`src/rtl/conv_window_gen.sv`:
```
// conv_window_gen: raster pixel stream to 3x3xIN_CH valid-padding windows via two line buffers and a tap register
// Optional CONV_WINGEN_POS_EN adds win_row/win_col (window top-left coordinate).
module conv_window_gen #(
  parameter int DATA_W = 8,
  parameter int IN_CH  = 3,
  parameter int IMG_W  = 32,
  parameter int IMG_H  = 32
) (
  input  logic                        clk,
  input  logic                        rstn,
  input  logic                        pix_valid,
  input  logic                        sof,
  input  logic [IN_CH*DATA_W-1:0]     pix_in,
  output logic                        valid_out,
  output logic [IN_CH*DATA_W*9-1:0]   window_out,
  output logic                        frame_done
`ifdef CONV_WINGEN_POS_EN
  ,
  output logic [$clog2(IMG_H)-1:0]    win_row,
  output logic [$clog2(IMG_W)-1:0]    win_col
`endif
);
  localparam int PW = IN_CH * DATA_W;
  localparam int RW = $clog2(IMG_H);
  localparam int CW = $clog2(IMG_W);

  logic [RW-1:0]   row, pos_r;
  logic [CW-1:0]   col, pos_c;
  logic [PW-1:0]   lb1 [IMG_W];
  logic [PW-1:0]   lb2 [IMG_W];
  logic [PW-1:0]   lb1_q, lb2_q;
  logic [PW-1:0]   tap [3][3];
  logic [PW-1:0]   nt  [3][3];
  logic [PW*9-1:0] win_nxt;
  logic            last_c, last_r, emit;

  // sof forces the accepted pixel to (0,0), abandoning any partial frame
  always_comb begin
    pos_r  = sof ? '0 : row;
    pos_c  = sof ? '0 : col;
    lb1_q  = lb1[pos_c];
    lb2_q  = lb2[pos_c];
    last_c = pos_c == CW'(IMG_W - 1);
    last_r = pos_r == RW'(IMG_H - 1);
    emit   = pix_valid && pos_r >= RW'(2) && pos_c >= CW'(2);
    for (int r = 0; r < 3; r++) begin
      nt[r][0] = tap[r][1];
      nt[r][1] = tap[r][2];
    end
    nt[0][2] = lb2_q;
    nt[1][2] = lb1_q;
    nt[2][2] = pix_in;
    win_nxt = '0;
    for (int c = 0; c < IN_CH; c++)
      for (int k = 0; k < 9; k++)
        win_nxt[(c*9+k)*DATA_W +: DATA_W] = nt[k/3][k%3][c*DATA_W +: DATA_W];
  end

  always_ff @(posedge clk)
    if (pix_valid) begin
      lb2[pos_c] <= lb1_q;
      lb1[pos_c] <= pix_in;
    end

  always_ff @(posedge clk or negedge rstn)
    if (!rstn) begin
      row        <= '0;
      col        <= '0;
      valid_out  <= 1'b0;
      frame_done <= 1'b0;
      window_out <= '0;
      tap        <= '{default: '0};
`ifdef CONV_WINGEN_POS_EN
      win_row    <= '0;
      win_col    <= '0;
`endif
    end else begin
      valid_out  <= emit;
      frame_done <= pix_valid && !sof && last_r && last_c;
      if (pix_valid) begin
        tap <= nt;
        col <= last_c ? '0 : pos_c + CW'(1);
        row <= last_c ? (last_r ? '0 : pos_r + RW'(1)) : pos_r;
      end
      if (emit) begin
        window_out <= win_nxt;
`ifdef CONV_WINGEN_POS_EN
        win_row    <= pos_r - RW'(2);
        win_col    <= pos_c - CW'(2);
`endif
      end
    end
endmodule

```
`config.mk`:
```
export PLATFORM = sky130hd
export DESIGN_NAME = conv_window_gen
export DESIGN_NICKNAME = d
export VERILOG_FILES = /design/src/rtl/conv_window_gen.sv
export SDC_FILE = /design/constraint.sdc
export NUM_CORES = 2
export LEC_CHECK = 0
export ABC_AREA = 1
export CAP_MARGIN = 25
export CORE_ASPECT_RATIO = 1.25
export CORE_MARGIN = 2
export CORE_UTILIZATION = 40
export CTS_BUF_LIST = sky130_fd_sc_hd__clkbuf_8
export DETAILED_ROUTE_END_ITERATION = 16
export PLACE_DENSITY = 0.58
export SLEW_MARGIN = 5
export SYNTH_ARGS = -nofsm -noshare
export SYNTH_HDL_FRONTEND = slang
export SYNTH_SLANG_ARGS = --single-unit
```
`constraint.sdc`:
```
create_clock -name clk -period 5.4 [get_ports clk]
set_input_delay 1.08 -clock clk [delete_from_list [all_inputs] [get_ports clk]]
set_output_delay 1.08 -clock clk [all_outputs]
set_load 0.005 [all_outputs]
```
After elaboration in Yosys (flattened, before gate mapping). Memory sizes are Yosys's and may differ from the RTL's. Cells that the tools add are included.

Equality and inequality tests: 2. Reductions and logical operators: 6. Mux-type cells: 7. $lt $le $gt $ge: 2. $add $sub $neg: 2.

Operators by type and width (count): 5-bit 2-to-1 mux (5); 5-bit by 1-bit adder with 5-bit output, second input constant (2); 5-bit == test, second input constant (2); 5-bit by 2-bit greater-or-equal comparator with 1-bit output, second input constant (2); 1-bit logical AND (5); 1-bit 2-to-1 mux (2); 1-bit zero test (1).

Memories kept: 2. Word-level logic and storage cells: 32. Output and inout bits: 218. Register bits: 372. Memory bits (writable): 1536.

Memory list: lb1 (depth 32, width 24, read ports 1, clocked after Yosys merged registers in 0, wr ports 1, line 29) `logic [PW-1:0] lb1 [IMG_W];`; lb2 (depth 32, width 24, read ports 1, clocked after Yosys merged registers in 0, wr ports 1, line 30) `logic [PW-1:0] lb2 [IMG_W];`.

Logic depth before layout (Yosys ltp).
Depth after elaboration: 4. Depth in mapped cells: 15. Gate-level depth less buffers: 13.

Worst setup path after synthesis. No wires, ideal clock.

Path kind: input to register. Start point: input sof. End point: memory lb1[16][0] (netlist name), enable pin. Path slack: 0.749 ns. Data arrival time: 4.197 ns. Setup time: 0.454 ns. Required time: 4.946 ns. Stages on the path: 8. Cell sequence: inv_2 -> nand2_1 -> buf_4 -> buf_2 -> buf_1 -> ha_1 -> nand2_1 -> nor2_1.

Longest elaborated chain between the ends: 1.

RTL lines: from (decl) (line 12) `input logic sof,`; 5-bit 2-to-1 mux (line 40) `pos_c = sof ? '0 : col;`; to (decl) (line 29).

Every way passes these cells.

Worst setup path after layout.
Start point: input sof. End point: register tap, in the netlist nt[112].

Longest elaborated chain between the ends: 2.

RTL lines: 5-bit 2-to-1 mux (line 40); memory read 32 x 24 bit; via lb1_q[16] (line 31) `logic [PW-1:0] lb1_q, lb2_q;`; to (signal assigned) (line 81) `tap <= nt;`; to (decl) (line 32) `logic [PW-1:0] tap [3][3];`.

The timed path passes the listed nets, and every way through them passes these cells. A chain may end at the register's enable or synchronous reset.

==> results.py <==
metrics = {
    "placed_design": {
        "place_hpwl_mm": 132,
        "port_buffers": 245,
        "post-place-ws_ns": 0.609,
        "placed_cell_area_sq_um": 83400,
        "place.gp.congestion": 0.824,
    },
    "clock_network": {
        "clk_path_buf_depth": 4,
        "cts_resized": 0,
        "insertion_delay_ns": 1.04,
        "numCtsBuffers": 304,
        "cts-htree-levels": 5,
        "cts_tree": "done",
        "ctsRootBufferMaster": "clkbuf_8",
        "clkTransAtPathRegs_ns": 0.06,
        "cts_setup_buffers": 0,
        "hold_buffers": 0,
        "cts.sinks": 1908,
    },
    "timing": {
        "fin_ws_ns": 1.54,
        "clock_skew_ns": 0.0620,
        "fin_crit_ns": 3.86,
        "hold_viol": 0,
        "drv_slew": 0,
        "setup_viol": 0,
        "rsz0062_at_grt": "false",
        "timing.final.crit_share": 0.714,
        "relSlewSlack": 0.333,
        "timing.fmax_ghz": 0.259,
        "worst_slew_pin_slew_ns": 1.00,
        "tns_ns": 0,
        "fin_hold_ws_ns": 0.163,
    },
    "synth": {
        "synth_common_cells": "2594 x nand2_1, 1536 x edfxtp_1, 803 x inv_1, 778 x nand3_1, 372 x dfrtp_1",
        "synth.most_common_cell": "nand2_1",
        "ys_async_sr_fraction": 0.195,
        "ys_seq_area_frac": 0.721,
        "synth_edf_count": 1536,
        "synth.ff_latch_count": 1908,
        "synth.area.top_cells": "edfxtp_1 60%, nand2_1 13%, dfrtp_1 12%",
        "yosysWarnings": 0,
        "synth_top_cell_area_share": 0.600,
        "synth_fp_nets": 7126,
        "syn_area_sq_um": 76900,
        "avgSynthCellArea_sq_um": 10.8,
        "yosysTopAreaCell": "edfxtp_1",
        "ys_types": 25,
        "synth_cells": 7095,
        "synthFlopType": "edfxtp_1",
    },
    "worst_setup_path": {
        "crit_slowest_cell": "clkdlybuf4s50_1",
        "rr_worst_depth": 13,
        "path_class": "in2reg",
        "start_kind": "input port",
        "path_max_fanout": 112,
        "crit_chain": "clkdlybuf4s50_1 -> inv_2 -> nand2_4 -> nor2_4 -> buf_12 -> nand2_1 -> nand3_1 -> nand2_1 -> nand2_1 -> nor2_1 -> nand2_1 -> buf_4 -> nand2_1 -> nand2_1",
        "worstPathArrival_ns": 4.81,
        "worst_setup_path_end_kind": "register",
        "cpMostUsedCell": "nand2_1",
        "cpPeakStageDelay_ns": 0.63,
        "cp_data_required_time_ns": 6.35,
    },
    "route": {
        "drt-initial-drc-count": 5374,
        "drt_pass1_iterations": 5,
        "drc": 0,
        "avgViaCountPerCell": 5.14,
        "routedLengthMet1_mm": 94.4,
        "wl_met3_mm": 17.2,
        "ant_nets": 0,
        "dr.max_layer_used": "met5",
        "wl_mm": 235,
        "vias": 52500,
        "met2_length_mm": 116,
        "routedWlPerCell_um": 23.0,
    },
    "final_layout": {
        "final_area_sq_um": 88900,
        "finalNetCount": 7516,
        "area_growth_pct": 15.6,
        "drive_above_1_share": 0.0810,
        "multiInputGateArea_sq_um": 17100,
        "nFillCells": 17400,
        "seq_area_sq_um": 55400,
    },
    "global_route": {
        "grt_pass1_wl_mm": 344,
        "grt_usage": 0.239,
        "overflow": 0,
        "antenna_found_initial": 11,
        "grt_pass1_vias": 50700,
        "grt_max_degree": 200,
    },
    "floorplan": {
        "fp-row-count": 179,
        "die_h_um": 494,
        "core-area_sq_um": 191000,
        "start_util": 0.403,
        "fp.dieArea_sq_um": 196000,
        "fp.dieW_um": 396,
        "ios": 246,
    },
    "pwr": {
        "ir_drop_mv": 0.326,
        "power.density_nw_per_um2": 398,
        "power.leakage_uw": 0.0368,
    },
    "outcome": {
        "outcome": "completed",
    },
    "flow_run": {
        "drv_cap": 0,
    },
    "worst_hold_path": {
        "hold_class": "in2async",
    },
}
## registers in the layout (all words and copies together) (netlist names)
name,count
lb1,768
lb2,768
window_out,216
nt,144
col,5
row,5
frame_done,1
valid_out,1
## final cells by class
| cell class | instances | share of cell area |
|---|---|---|
| diodes | 3 | 0.0000845 |
| clock buffers | 324 | 0.0502 |
| clock inverters | 184 | 0.0117 |
| inverters | 810 | 0.0343 |
| multi-input cells | 4018 | 0.193 |
| flip-flops and latches | 1908 | 0.624 |
| well taps | 2534 | 0.0357 |
| repair buffers | 443 | 0.0518 |
## path summary, 6_finish.rpt
| path | from | endpoint | slack [ns] |
|---|---|---|---|
| setup / recovery | sof | nt[112]$_DFFE_PN0P_ | 1.54 |
| hold / removal | rstn | window_out[85]$_DFFE_PN0P_ | 0.16 |
| setup reg to reg | col[0]$_DFFE_PN0P_ | nt[112]$_DFFE_PN0P_ | 2.02 |
| hold reg to reg | nt[29]$_DFFE_PN0P_ | nt[53]$_DFFE_PN0P_ | 0.47 |
| max in group asynchronous | rstn | nt[139]$_DFFE_PN0P_ | 4.07 |
| min in group clk | nt[29]$_DFFE_PN0P_ | nt[53]$_DFFE_PN0P_ | 0.47 |
## placed cells by master, fill, tap and decap left out, types with 2 or more instances in the layout
master and n:
dfrtp_1 371, nand3_1 778, buf_4 145, inv_2 6
clkinv_1 55, nand2_1 2592, inv_4 2, a21oi_1 167
ha_1 3, o211ai_1 22, clkbuf_8 325, buf_2 2
bufinv_16 11, o21ai_0 257, nor2_1 124, buf_12 53
clkinv_2 24, diode_2 3, inv_1 888, edfxtp_1 1536
clkdlybuf4s50_1 241, nand2_4 2, inv_6 2, nor2_4 38
nand4_1 26, or2_2 2, clkinvlp_4 6
## critical path, delay by kind of cell
| kind | cells | cell delay, ns |
|---|---|---|
| buf+inv | 4 | 1.84 |
| simple gates | 10 | 1.50 |
## logic make-up after synthesis
| logic type | share of synthesized area |
|---|---|
| buf+inv | 0.0602 |
| fa+ha+maj | 0.000488 |
| simple gates | 0.188 |
| compound gates | 0.0301 |
| flops | 0.721 |
## where the power goes
group / switching, uW / internal (uW) / leakage, uW
logic: 3350 / 2270 / 0.0151
registers: 725 / 17400 / 0.0186
clock network: 5550 / 6030 / 0.00313
total: 9630 / 25700 / 0.0368
## layer usage
metal	track usage	vias to the layer above
li1	-	24100
met1	0.308	25800
met2	0.411	2178
met3	0.0385	428
met4	0.0816	2
met5	0	-
## per-stage QoR
step           instances  power, uW  utilization
6_report           10200      35300        0.466
5_1_grt            10200      36800        0.466
4_1_cts            10200      35600        0.466
3_5_place_dp        9713      24100        0.437
3_3_place_gp        9713      24000        0.437
2_1_floorplan       7095      20500            -
Power figures use the tool's default switching activity.
==> variant (same settings) <==
`DATA_W`: 8 -> 7.
--- a/src/rtl/conv_window_gen.sv
+++ b/src/rtl/conv_window_gen.sv
@@ -1,7 +1,7 @@
 // conv_window_gen: raster pixel stream to 3x3xIN_CH valid-padding windows via two line buffers and a tap register
 // Optional CONV_WINGEN_POS_EN adds win_row/win_col (window top-left coordinate).
 module conv_window_gen #(
-  parameter int DATA_W = 8,
+  parameter int DATA_W = 7,
   parameter int IN_CH  = 3,
   parameter int IMG_W  = 32,
   parameter int IMG_H  = 32
Interface: changed (resized pix_in and window_out); port bits go from 246 to 216. The function was not compared with the original's and may differ.
==> variant against the unedited design <==
- synthesized area is 11% lower
- largest power group unchanged
- cell area down 11%
- routed wire length fell by 9.3%
- total power fell by 11%
- highest routed layer is now met4
- via count decreased by 9.4%
- fmax rose by 5.5%
- sequential cell count down 237
- worst setup slack improved by 0.20 ns
- sequential power shrank 12%
==> variant: results (changes against the unedited design) <==
Global route
  – Met1 Resource Use GR: 31.41% (+0.63 points)
  – Antenna violations before repair: 3 (-8)
  – Largest net degree at the start of global routing: 125 (-38%)
  – Global-route wire length before repair: 312700 µm (-9.2%)
  – Met3 usage: 3.843% (-0.011 points)
  – GRT Util Overall: 24.28% (+0.34 points)
  – Number of global-route vias before repair: 46020 (-9.3%)
  – Met2 usage in global routing: 41.02% (-0.097 points)

Worst setup path
  – CP max stage delay: 0.62 ns
  – R2R Setup Slk: 1.75 ns (-0.27 ns)
  – Worst r2r dst: lb2[0][0]$_DFFE_PP_
  – Worst path top cell family by delay: simple AND/OR/NAND/NOR gates
  – Worst reg2reg path depth: 9 (-4)
  – Crit Path Class: reg -> reg
  – Crit-path slowest cell: dfrtp_4
  – Critical Path Fanout Max: 44 (-61%)
  – Worst Path Arrival: 4.34 ns (-0.47 ns)

Logic synthesis
  – Adder-cell share of the synthesized area: 0.05485% (+0.0060 points)
  – Synth Area in Compound Gates: 1.929% (-1.1 points)
  – Async set-reset flop share out of synthesis: 19.57% (+0.072 points)
  – Top post-synthesis cells by area: edfxtp_1 (59%), nand2_1 (14%), dfrtp_1 (12%)
  – Top cells by count, synth: nand2_1 (2489), edfxtp_1 (1344), nand3_1 (822)
  – Post-synth EDFFs: 1344 (-13%)
  – Synth Net Count: 6539 (-8.2%)
  – Sequential element share of the synthesized area: 70.93% (-1.2 points)
  – Netlist cell types: 24 (-4.0%)
  – Post-synthesis mux area share: 0% (unchanged)

Timing
  – Hold WS: 0.1632 ns (+0.0002970 ns)
  – Rel. slew slack: 32.96% (-0.38 points)
  – Worst-case clock skew: 0.06723 ns (+0.005238 ns)

Detailed routing
  – WL met2: 104000 µm (-10%)
  – 1st-iter DRT viols: 4622 (-14%)
  – Final WL: 213400 µm (-9.3%)
  – Met1 wire length: 86050 µm (-8.9%)
  – DRT Pass-1 Iters: 6 (+1)
  – Total length of routed met3 wires: 15020 µm (-13%)
  – Uppermost layer routed: met4
  – DR vias: 47570 (-9.4%)

Cells and area
  – Fillcell total: 15540 (-11%)
  – Final Net Count: 6898 (-8.2%)
  – Top flop regs: lb1 (672), lb2 (672), window_out (189)
  – Share of cells above drive strength 1: 8.436% (+0.33 points)

Placement
  – HPWL Detailed: 122400 µm (-7.0%)
  – PortBufs: 215 (-12%)
  – Placer Congestion: 0.8363 (+1.5%)

Power
  – Max VDD drop: 286.0 µV (-12%)
  – Pleak: 33.76 nW (-8.1%)
  – P_seq: 15.9 mW (-12%)
  – Power Combinational: 5.14 mW (-8.5%)
  – Switching power share of the total: 27.84% (+0.59 points)

Clocking
  – Post_cts resized: 0 (unchanged)
  – H-tree Lvls: 5 (unchanged)
  – Clock buffer count from CTS: 281 (-7.6%)
  – Clock latency on the worst-skew pair: 1.02 ns (-0.02 ns)

Status
  – Status: finished clean

Floorplanning
  – Row count: 169 (-5.6%)
==> variant: cell count changes in the layout (fill, tap and decap cells not counted), moves of 15 or more <==
cell,delta
nand2_1,-106
clkbuf_8,-24
o21ai_0,-78
dfrtp_1,-45
nor2_1,-63
nand3_1,+43
clkdlybuf4s50_1,-33
a21oi_1,-119
o211ai_1,-18
edfxtp_1,-192
inv_1,-15
o21ai_1,+26
==> variant: layout make-up <==
type	instances	share of cell area, %
multi-input combinational	3712	19.85
clock inverter	166	1.036
clock buffer	300	5.205
inverter	795	3.770
antenna	5	0.01577
timing repair buffer	409	5.427
sequential	1671	61.19
tap	2223	3.506
==> variant: metrics by stage <==
stage,setup WS (ns),utilization (%),instances,area [µm²],total power [mW]
4_1_cts,1.879,46.71,9276,79320,31.60
6_report,1.746,46.72,9281,79330,31.35
3_3_place_gp,0.9303,43.80,8810,74370,21.21
3_5_place_dp,0.8460,43.80,8810,74370,21.29
2_1_floorplan,0.9445,-,6511,68440,18.01
5_1_grt,1.770,46.71,9277,79320,32.59
